==> config.mk <==
export PLATFORM = sky130hd
export DESIGN_NAME = alu_ctrl_mdu
export DESIGN_NICKNAME = d
export VERILOG_FILES = /design/src/rtl/alu_ctrl_mdu.sv
export SDC_FILE = /design/constraint.sdc
export NUM_CORES = 1
export LEC_CHECK = 0
export CORE_MARGIN = 1.5
export CORE_UTILIZATION = 55
export CTS_CLUSTER_DIAMETER = 50
export DETAILED_ROUTE_END_ITERATION = 6
export MAX_ROUTING_LAYER = met4
export PLACE_DENSITY = 0.77
export SLEW_MARGIN = 20
export SYNTH_ARGS = -nofsm -noshare
export SYNTH_HDL_FRONTEND = slang
export SYNTH_SLANG_ARGS = --single-unit
export TNS_END_PERCENT = 30
==> constraint.sdc <==
create_clock -name clk_i -period 8.45 [get_ports clk_i]
set_input_delay 1.2675 -clock clk_i [delete_from_list [all_inputs] [get_ports clk_i]]
set_output_delay 1.2675 -clock clk_i [all_outputs]
set_load 0.02 [all_outputs]
==> src/rtl/alu_ctrl_mdu.sv <==
// EX-stage ALU control decode plus a shift-add multiply unit writing HI/LO.
// The unit interlocks mult/mfhi/mflo through stall_o while a multiply is in flight.
//   state | meaning
//   IDLE  | waiting for a mult/multu issue
//   BUSY  | one shift-add step per cycle for DATA_W cycles
//   DONE  | sign fix-up, HI/LO written at the end of this cycle
module alu_ctrl_mdu #(
  parameter int DATA_W  = 32,
  parameter int ALUOP_W = 2,
  parameter int CTRL_W  = 4
) (
  input  logic               clk_i,
  input  logic               rst_i,
  input  logic               valid_i,
  input  logic               flush_i,
  input  logic [ALUOP_W-1:0] ALUOp_i,
  input  logic [5:0]         funct_i,
  input  logic [DATA_W-1:0]  src1_i,
  input  logic [DATA_W-1:0]  src2_i,
  output logic [CTRL_W-1:0]  ALUCtrl_o,
  output logic               stall_o,
  output logic               mdu_busy_o,
  output logic               done_o,
  output logic [DATA_W-1:0]  hi_o,
  output logic [DATA_W-1:0]  lo_o
);

  localparam int CNT_W = (DATA_W > 1) ? $clog2(DATA_W) : 1;

  typedef enum logic [1:0] {IDLE, BUSY, DONE} state_t;

  state_t              state, state_nx;
  logic [CNT_W-1:0]    cnt;
  logic [2*DATA_W-1:0] acc;
  logic [2*DATA_W-1:0] mcand;
  logic [DATA_W-1:0]   mplier;
  logic                neg;
  logic [DATA_W-1:0]   hi, lo;

  logic                r_type, is_mul, is_mf, signed_op;
  logic [DATA_W-1:0]   mag1, mag2;

  always_comb begin
    ALUCtrl_o = '0;
    if (ALUOp_i == ALUOP_W'(0))      ALUCtrl_o = CTRL_W'(4'b0010);
    else if (ALUOp_i == ALUOP_W'(1)) ALUCtrl_o = CTRL_W'(4'b0111);
    else if (ALUOp_i == ALUOP_W'(2)) ALUCtrl_o = CTRL_W'(4'b0110);
    else if (ALUOp_i == ALUOP_W'(3)) begin
      case (funct_i)
        6'd24, 6'd25: ALUCtrl_o = CTRL_W'(4'b0011);
        6'd32:        ALUCtrl_o = CTRL_W'(4'b0010);
        6'd34:        ALUCtrl_o = CTRL_W'(4'b0110);
        6'd36:        ALUCtrl_o = CTRL_W'(4'b0000);
        6'd37:        ALUCtrl_o = CTRL_W'(4'b0001);
        6'd38:        ALUCtrl_o = CTRL_W'(4'b1111);
        6'd42:        ALUCtrl_o = CTRL_W'(4'b0111);
        6'd16:        ALUCtrl_o = CTRL_W'(4'b1000);
        6'd18:        ALUCtrl_o = CTRL_W'(4'b1001);
        default:      ALUCtrl_o = '0;
      endcase
    end
  end

  assign r_type    = valid_i && (ALUOp_i == ALUOP_W'(3));
  assign is_mul    = r_type && ((funct_i == 6'd24) || (funct_i == 6'd25));
  assign is_mf     = r_type && ((funct_i == 6'd16) || (funct_i == 6'd18));
  assign signed_op = (funct_i == 6'd24);

  // Magnitude of the most negative value wraps to itself, which is correct as unsigned.
  assign mag1 = (signed_op && src1_i[DATA_W-1]) ? (~src1_i + 1'b1) : src1_i;
  assign mag2 = (signed_op && src2_i[DATA_W-1]) ? (~src2_i + 1'b1) : src2_i;

  always_comb begin
    state_nx   = state;
    stall_o    = 1'b0;
    mdu_busy_o = 1'b0;
    done_o     = 1'b0;
    case (state)
      IDLE: begin
        if (is_mul && !flush_i) begin
          state_nx = BUSY;
          stall_o  = 1'b1;
        end
      end
      BUSY: begin
        stall_o    = 1'b1;
        mdu_busy_o = 1'b1;
        if (flush_i)                        state_nx = IDLE;
        else if (cnt == CNT_W'(DATA_W - 1)) state_nx = DONE;
      end
      DONE: begin
        state_nx = IDLE;
        stall_o  = is_mf;
        done_o   = !flush_i;
      end
      default: state_nx = IDLE;
    endcase
  end

  always_ff @(posedge clk_i or posedge rst_i) begin
    if (rst_i) begin
      state  <= IDLE;
      cnt    <= '0;
      acc    <= '0;
      mcand  <= '0;
      mplier <= '0;
      neg    <= 1'b0;
      hi     <= '0;
      lo     <= '0;
    end else begin
      state <= state_nx;
      case (state)
        IDLE: begin
          if (is_mul && !flush_i) begin
            acc    <= '0;
            mcand  <= {{DATA_W{1'b0}}, mag1};
            mplier <= mag2;
            neg    <= signed_op && (src1_i[DATA_W-1] ^ src2_i[DATA_W-1]);
            cnt    <= '0;
          end
        end
        BUSY: begin
          if (!flush_i) begin
            if (mplier[0]) acc <= acc + mcand;
            mcand  <= mcand << 1;
            mplier <= mplier >> 1;
            cnt    <= cnt + CNT_W'(1);
          end
        end
        DONE: begin
          if (!flush_i) {hi, lo} <= neg ? (~acc + 1'b1) : acc;
        end
        default: ;
      endcase
    end
  end

  assign hi_o = hi;
  assign lo_o = lo;

endmodule

==> key figures, run 1 <==
Setup path
  • Flop-to-flop setup slack: 4.18 ns
  • WP buf/inv: 2
  • Crit. End Element: output pin
  • CP most frequent cell: clkdlybuf4s50_1
  • Crit-path cells: clkdlybuf4s50_1 > or4_1 > o311ai_0 > clkdlybuf4s50_1
  • Worst Path Arrival: 3.40 ns
  • Reg-to-reg startpoint: acc[0]$_DFFE_PP0P_
  • Crit path max-delay family: buffers and inverters
  • Critical path's largest stage delay: 0.68 ns
  • R2r endpoint: acc[60]$_DFFE_PP0P_
  • WP data required: 7.18 ns
  • Worst Reg2Reg Path Length in Cells: 14
  • Max FO, Critical Path: 9
  • Crit path launch type: primary input
  • Max stage delay cell, worst path: clkdlybuf4s50_1
  • Type of the worst setup path: in -> out

Floorplan
  • Starting density of the core: 55.7%
  • Die area: 0.0290 mm2
  • # IOs: 147
  • Die width: 170 um
  • Placeable Area: 0.0276 mm2
  • Chip height: 170 um
  • Std-Cell Rows: 61

Timing
  • Worst-Margin Slew: 0.921 ns
  • Final hold vios: 0
  • Setup violators final: 0
  • Count of final max-slew check failures: 0
  • Setup Skew: 0.0106 ns
  • Max transition margin: 38.4%
  • Final period util: 55.2%
  • Fin crit period: 4.66 ns
  • Setup tns final: 0 ns
  • Fmax: 214 MHz
  • RSZ-0062 raised after global routing: no
  • Hold slack: 0.474 ns

Logic synthesis
  • Post-synth top area cell: dfrtp_1
  • Warnings, synthesis: 0
  • Most common cell in the synthesized netlist: nand2_1
  • Mapped Avg Cell Area: 8.06 um2
  • Synth top cells by count: nand2_1 (337), o21ai_0 (249), dfrtp_1 (232), a21oi_1 (154), nor2_1 (141)
  • Net count after synthesis: 2054
  • Distinct cells, synth: 69
  • Async set-reset flop share out of synthesis: 100%
  • Post-synth top area share: 37.7%
  • #FFs+latches synth: 232
  • Mapped Cells: 1909
  • Synth area leaders: dfrtp_1 (38%), nand2_1 (8.2%), o21ai_0 (8.1%)
  • Synth Cell Area: 0.0154 mm2
  • Top FF cell, synth: dfrtp_1
  • Sequential area share after synthesis: 37.7%
  • Number of synthesized flops with an enable pin: 0

Finish
  • Layout cell share with drive strength beyond 1: 4.76%
  • Layout Utilization: 65.7%
  • Fin nets: 2139
  • Area Overhead vs Synth: 18.0%
  • Antenna cells: 0

Worst hold path
  • Min-Delay Path Depth: 2
  • Hold Path Class: reg -> reg
  • Hold Crit Endpoint: hi_o[10]$_DFFE_PP0P_
  • Hold path startpoint: hi_o[10]$_DFFE_PP0P_

Power
  • Tot Pwr: 3.04 mW
  • PD cells: 168 mW/mm2
  • Peak supply drop: 0.135 mV
  • Static leakage: 8.24 nW

Global route
  • Largest net degree at the start of global routing: 83
  • Vias in the first global route: 13.4k
  • First-pass GRT wire length: 67300 um
  • Grt total ovfl: 0
  • GR Util All Layers: 29.4%
  • Initial antenna violation count: 0

CTS
  • # hold bufs at CTS: 0
  • Setup Fix Bufs, Post-CTS: 0
  • CTS tree: yes
  • H-Tree Depth: 2
  • Clock transition at path regs: 0.05 ns
  • Clk_lat worst skew: 0.51 ns
  • Total CTS buffers: 34
  • Clock Path Buffers: 3
  • Sink Count: 232
  • CTS-repair resized insts: 0
  • CTS Root Cell: clkbuf_16

Detailed routing
  • DR vias: 14.2k
  • Routed len/inst: 17.1 um
  • Remaining DRCs: 0
  • Final WL: 41100 um
  • First drt pass iteration count: 5
  • DRT antenna net count: 0
  • DR iter-0 viols: 1185
  • Vias per cell: 5.93

Place
  • DP Wirelength: 29400 um
  • IO Port Bufs: 146
  • RD Place Congestion: 0.939

Run status
  • Status: complete, no violations

Job
  • Number of max-cap violations: 0
==> sequential cells by signal, summed over array words and instances (netlist names) <==
signal / cells
mplier: 32
lo_o: 32
neg: 1
hi_o: 32
cnt: 5
acc: 64
state: 2
mcand: 64
==> layout by cell type (no fill, tap or decap), types with 63 or more instances in the layout <==
cell type,instances
nor2_1,139
nand2_1,336
ha_1,68
xor2_1,104
xnor2_1,63
dfrtp_1,232
clkdlybuf4s50_1,146
a21oi_1,154
o21ai_0,249
nand3_1,79
==> how the worst max path moves through the flow <==
| stage | startpoint | endpoint | slack [ns] | cells past startpoint |
|---|---|---|---|---|
| 2_1_floorplan | rst_i | acc[0]$_DFFE_PP0P_ | 0.82 | 1 |
| 3_3_place_gp | funct_i[3] | stall_o | 3.74 | 4 |
| 3_5_place_dp | funct_i[3] | stall_o | 3.81 | 4 |
| 4_1_cts | funct_i[3] | stall_o | 3.77 | 4 |
| 5_1_grt | funct_i[3] | stall_o | 3.62 | 4 |
| 6_report | funct_i[3] | stall_o | 3.79 | 4 |
==> worst register-to-register path, cell delays in order, from the launching register on <==
cell and delay, ns:
dfrtp_1 0.42, ha_1 0.23, inv_1 0.07, fa_1 0.39, nor2b_1 0.22, o211ai_1 0.16, a31oi_1 0.42, a41o_1 0.27
a31oi_1 0.17, o31ai_2 0.41, a31oi_1 0.30, o41ai_2 0.50, a221o_1 0.30, mux2i_1 0.20, nand2_1 0.08
==> cell families (layout without fill, tap and decap cells) <==
kind of cell    Yosys count  count (layout)  share of synthesized area (%)
flops                   232             232                           37.7
mux                       3               3                          0.195
compound gates          578             578                           22.0
xor+xnor                167             167                           9.51
buf+inv                 141             250                           3.50
simple gates            719             719                           21.4
fa+ha+maj                69              69                           5.66
==> metrics by stage <==
step | setup slack (ns) | area, um2 | instances
finish | 3.79 | 18200 | 2396
global route | 3.62 | 18200 | 2396
CTS | 3.77 | 18200 | 2396
detailed placement | 3.81 | 17000 | 2336
global placement | 3.74 | 17000 | 2336
floorplan | 0.821 | 15400 | 1909
==> power breakdown <==
part / leakage [nW] / internal (mW) / total [mW] / switching, mW
logic: 4.68 / 0.166 / 0.386 / 0.220
clock network: 0.543 / 0.905 / 1.43 / 0.520
registers: 3.02 / 1.18 / 1.23 / 0.0554
==> final cells by class <==
type | count | area [um2]
timing repair buffer | 158 | 1560
tap | 378 | 473
sequential | 232 | 5810
fill | 2390 | 9470
multi-input combinational | 1536 | 9060
inverter | 32 | 130
clock inverter | 15 | 203
clock buffer | 45 | 933
==> metal layers <==
metal  GRT usage [%]  wire length (um)
met1            40.7             19100
met3            4.51              2630
met5               -                 0
met2            44.6             18300
met4            8.96              1060
Note: power is estimated with default switching activity, not from simulation.
==> inputs of run 2 (changes only) <==
--- a/config.mk
+++ b/config.mk
@@ -6,11 +6,11 @@
 export NUM_CORES = 1
 export LEC_CHECK = 0
 export CORE_MARGIN = 1.5
-export CORE_UTILIZATION = 55
+export CORE_UTILIZATION = 53
 export CTS_CLUSTER_DIAMETER = 50
 export DETAILED_ROUTE_END_ITERATION = 6
 export MAX_ROUTING_LAYER = met4
-export PLACE_DENSITY = 0.77
+export PLACE_DENSITY = 0.78
 export SLEW_MARGIN = 20
 export SYNTH_ARGS = -nofsm -noshare
 export SYNTH_HDL_FRONTEND = slang
==> constraint.sdc (replaced) <==
create_clock -name clk_i -period 3.75 [get_ports clk_i]
set_input_delay 0.5625 -clock clk_i [delete_from_list [all_inputs] [get_ports clk_i]]
set_output_delay 0.5625 -clock clk_i [all_outputs]
set_load 0.02 [all_outputs]
==> run 2 against run 1 <==
  * Sequential power grew 120%
  * Non-clock buffer count grew 40
  * First-iteration DRC count down 1.5%
  * Wire length grew 0.79%
==> key figures, run 2 (synthesized netlist as in run 1, its figures left out) <==
Place
  • IO Port Bufs: 146 (unchanged)
  • DP Wirelength: 30300 um (+2.9%)
  • RD Place Congestion: 0.966 (+2.8%)
  • Worst slack, placed: 0.0609 ns (-3.75 ns)

Worst hold path
  • Hold Path Class: in -> async

Timing
  • Fmax: 280 MHz
  • Final period util: 95.4%
  • Count of final max-slew check failures: 0 (unchanged)
  • Setup Skew: 0.0189 ns (+0.00826 ns)
  • Final hold vios: 0 (unchanged)
  • Worst Slack Setup Final: 0.173 ns (-3.61 ns)
  • Worst-Margin Slew: 0.723 ns (-0.198 ns)
  • RSZ-0062 raised after global routing: no
  • Max transition margin: 51.7% (+13 points)
  • Fin crit period: 3.58 ns
  • Hold slack: 0.342 ns (-0.132 ns)
  • Setup tns final: 0 ns (unchanged)
  • Setup violators final: 0 (unchanged)

Floorplan
  • Chip height: 173 um (+1.8%)
  • Die width: 173 um (+1.8%)
  • Die area: 0.0301 mm2 (+3.7%)
  • # IOs: 147 (unchanged)
  • Placeable Area: 0.0286 mm2 (+3.6%)
  • Std-Cell Rows: 62 (+1.6%)
  • Starting density of the core: 53.8% (-1.9 points)

Power
  • Comb power frac: 14.2% (+1.5 points)
  • NetSw: 1.67 mW (+110%)
  • Tot Pwr: 6.33 mW (+110%)
  • Peak supply drop: 0.314 mV (+130%)
  • PD cells: 345 mW/mm2 (+110%)
  • Sequential power share: 43.6% (+3.1 points)
  • Internal power: 4.66 mW (+110%)
  • Static leakage: 8.41 nW (+2.1%)
  • Clk network pwr share: 42.2% (-4.6 points)
  • Net Sw Frac: 26.3% (+0.18 points)

Setup path
  • Crit-path cells: or4_4 > nor4_4 > and2b_1 > nand2b_1 > nand2b_4 > or2_1 > nand2b_1 > o41ai_2 > o21ai_1 > xnor2_1 > o21ai_1
  • Critical path's largest stage delay: 0.67 ns (about the same)
  • Worst Path Arrival: 3.99 ns (+0.59 ns)
  • Crit. End Element: flop
  • Worst Reg2Reg Path Length in Cells: 11 (-3)
  • Flop-to-flop setup slack: 0.17 ns (-4.01 ns)
  • Max FO, Critical Path: 6 (-3)
  • Max stage delay cell, worst path: o41ai_2
  • Crit path launch type: flop
  • Type of the worst setup path: reg -> reg
  • Reg-to-reg startpoint: acc[8]$_DFFE_PP0P_
  • WP data required: 4.16 ns (-3.02 ns)
  • R2r endpoint: hi_o[30]$_DFFE_PP0P_
  • Worst Setup SP: acc[8]$_DFFE_PP0P_

CTS
  • Setup Fix Bufs, Post-CTS: 0 (unchanged)
  • CTS tree: yes
  • Clk_lat worst skew: 0.55 ns (+0.04 ns)
  • Total CTS buffers: 27 (-21%)
  • CTS Root Cell: clkbuf_16
  • H-Tree Depth: 1 (-1)
  • Sink Count: 232 (unchanged)
  • # hold bufs at CTS: 0 (unchanged)
  • Clock transition at path regs: 0.06 ns (about the same)
  • Clock Path Buffers: 3 (unchanged)

Finish
  • Largest regs: acc: 64 flops, mcand: 64 flops
  • Layout Utilization: 64.2% (-1.5 points)
  • Most common cell after layout, fill and taps aside: nand2_1
  • Fin nets: 2172 (+1.5%)
  • Layout cell share with drive strength beyond 1: 6.50% (+1.7 points)
  • Most frequent cells in the layout: nand2_1 (336), o21ai_0 (248), dfrtp_1 (232), a21oi_1 (154), clkdlybuf4s50_1 (146)
  • Area Overhead vs Synth: 19.4%

Job
  • Number of max-cap violations: 0 (unchanged)

Detailed routing
  • DR vias: 14.3k (+0.50%)
  • DRT antenna net count: 0 (unchanged)
  • Vias per cell: 5.87 (-0.91%)
  • First drt pass iteration count: 5 (unchanged)
  • Routed len/inst: 17.0 um (-0.62%)
  • Remaining DRCs: 0 (unchanged)
  • Final WL: 41400 um (+0.79%)
  • DR iter-0 viols: 1167 (-1.5%)

Global route
  • Grt total ovfl: 0 (unchanged)
  • GR Util All Layers: 28.4% (-1.0 points)
  • Largest net degree at the start of global routing: 147 (+77%)
  • Vias in the first global route: 13.6k (+0.92%)
  • First-pass GRT wire length: 69000 um (+2.6%)
  • Initial antenna violation count: 1 (+1)

Run status
  • Status: complete, no violations
## run 2: final cells by class
type / count / area [um2]
tap: 384 / 480
multi-input combinational: 1536 / 9100
sequential: 232 / 5810
clock buffer: 36 / 759
antenna: 1 / 2.50
inverter: 32 / 126
clock inverter: 11 / 144
fill: 2418 / 10300
timing repair buffer: 198 / 1950
## run 2: routing by layer
| metal | up-vias | wire length [um] | global-route usage [%] | share of wire, % |
|---|---|---|---|---|
| met5 | - | 0 | - | 0 |
| met4 | 0 | 873 | 7.14 | 2.1 |
| met3 | 63 | 2850 | 4.25 | 6.9 |
| met2 | 473 | 18300 | 43.3 | 44 |
| met1 | 6749 | 19300 | 39.8 | 47 |
| li1 | 6987 | - | - | - |
## run 2: what timing repair did
action,4_1_cts,5_1_grt
resized for setup,1,8
endpoints found under the hold margin,0,0
pin swaps,0,4
endpoints found under the setup margin,1,6
## run 2: per-stage QoR
| stage | cells | instance area [um2] |
|---|---|---|
| floorplan | 1909 | 15400 |
| global route | 2430 | 18400 |
| detailed placement | 2382 | 17400 |
| CTS | 2429 | 18300 |
| finish | 2430 | 18400 |
| global placement | 2382 | 17400 |
## run 2: worst max path at each step
stage | end | cells after the start
2_1_floorplan | acc[0]$_DFFE_PP0P_ | 1
3_5_place_dp | acc[60]$_DFFE_PP0P_ | 16
6_report | hi_o[30]$_DFFE_PP0P_ | 11
5_1_grt | hi_o[30]$_DFFE_PP0P_ | 11
4_1_cts | acc[60]$_DFFE_PP0P_ | 16
3_3_place_gp | acc[60]$_DFFE_PP0P_ | 16
## run 2: power by group through the flow
stage / combinational, mW / sequential (mW) / clock [mW]
after floorplan: 0.510 / 2.81 / 0
after global placement: 0.875 / 2.80 / 0
after detailed placement: 0.892 / 2.80 / 0
after CTS: 0.897 / 2.76 / 2.71
after global routing: 1.00 / 2.78 / 2.81
final: 0.897 / 2.76 / 2.67
## run 2: worst max-delay path, delay by kind of cell (launching register included)
kind | cells | cell delay [ns]
compound gates | 3 | 0.91
xor+xnor | 1 | 0.19
flops | 1 | 0.43
simple gates | 7 | 1.91
==> inputs of run 3 (changes only) <==
--- a/config.mk
+++ b/config.mk
@@ -9,6 +9,7 @@
 export CORE_UTILIZATION = 53
 export CTS_CLUSTER_DIAMETER = 50
 export DETAILED_ROUTE_END_ITERATION = 6
+export HOLD_SLACK_MARGIN = 0.15
 export MAX_ROUTING_LAYER = met4
 export PLACE_DENSITY = 0.78
 export SLEW_MARGIN = 20
==> results of run 3 <==
No change in the layout: final DEF, timing and power equal those of run 2.
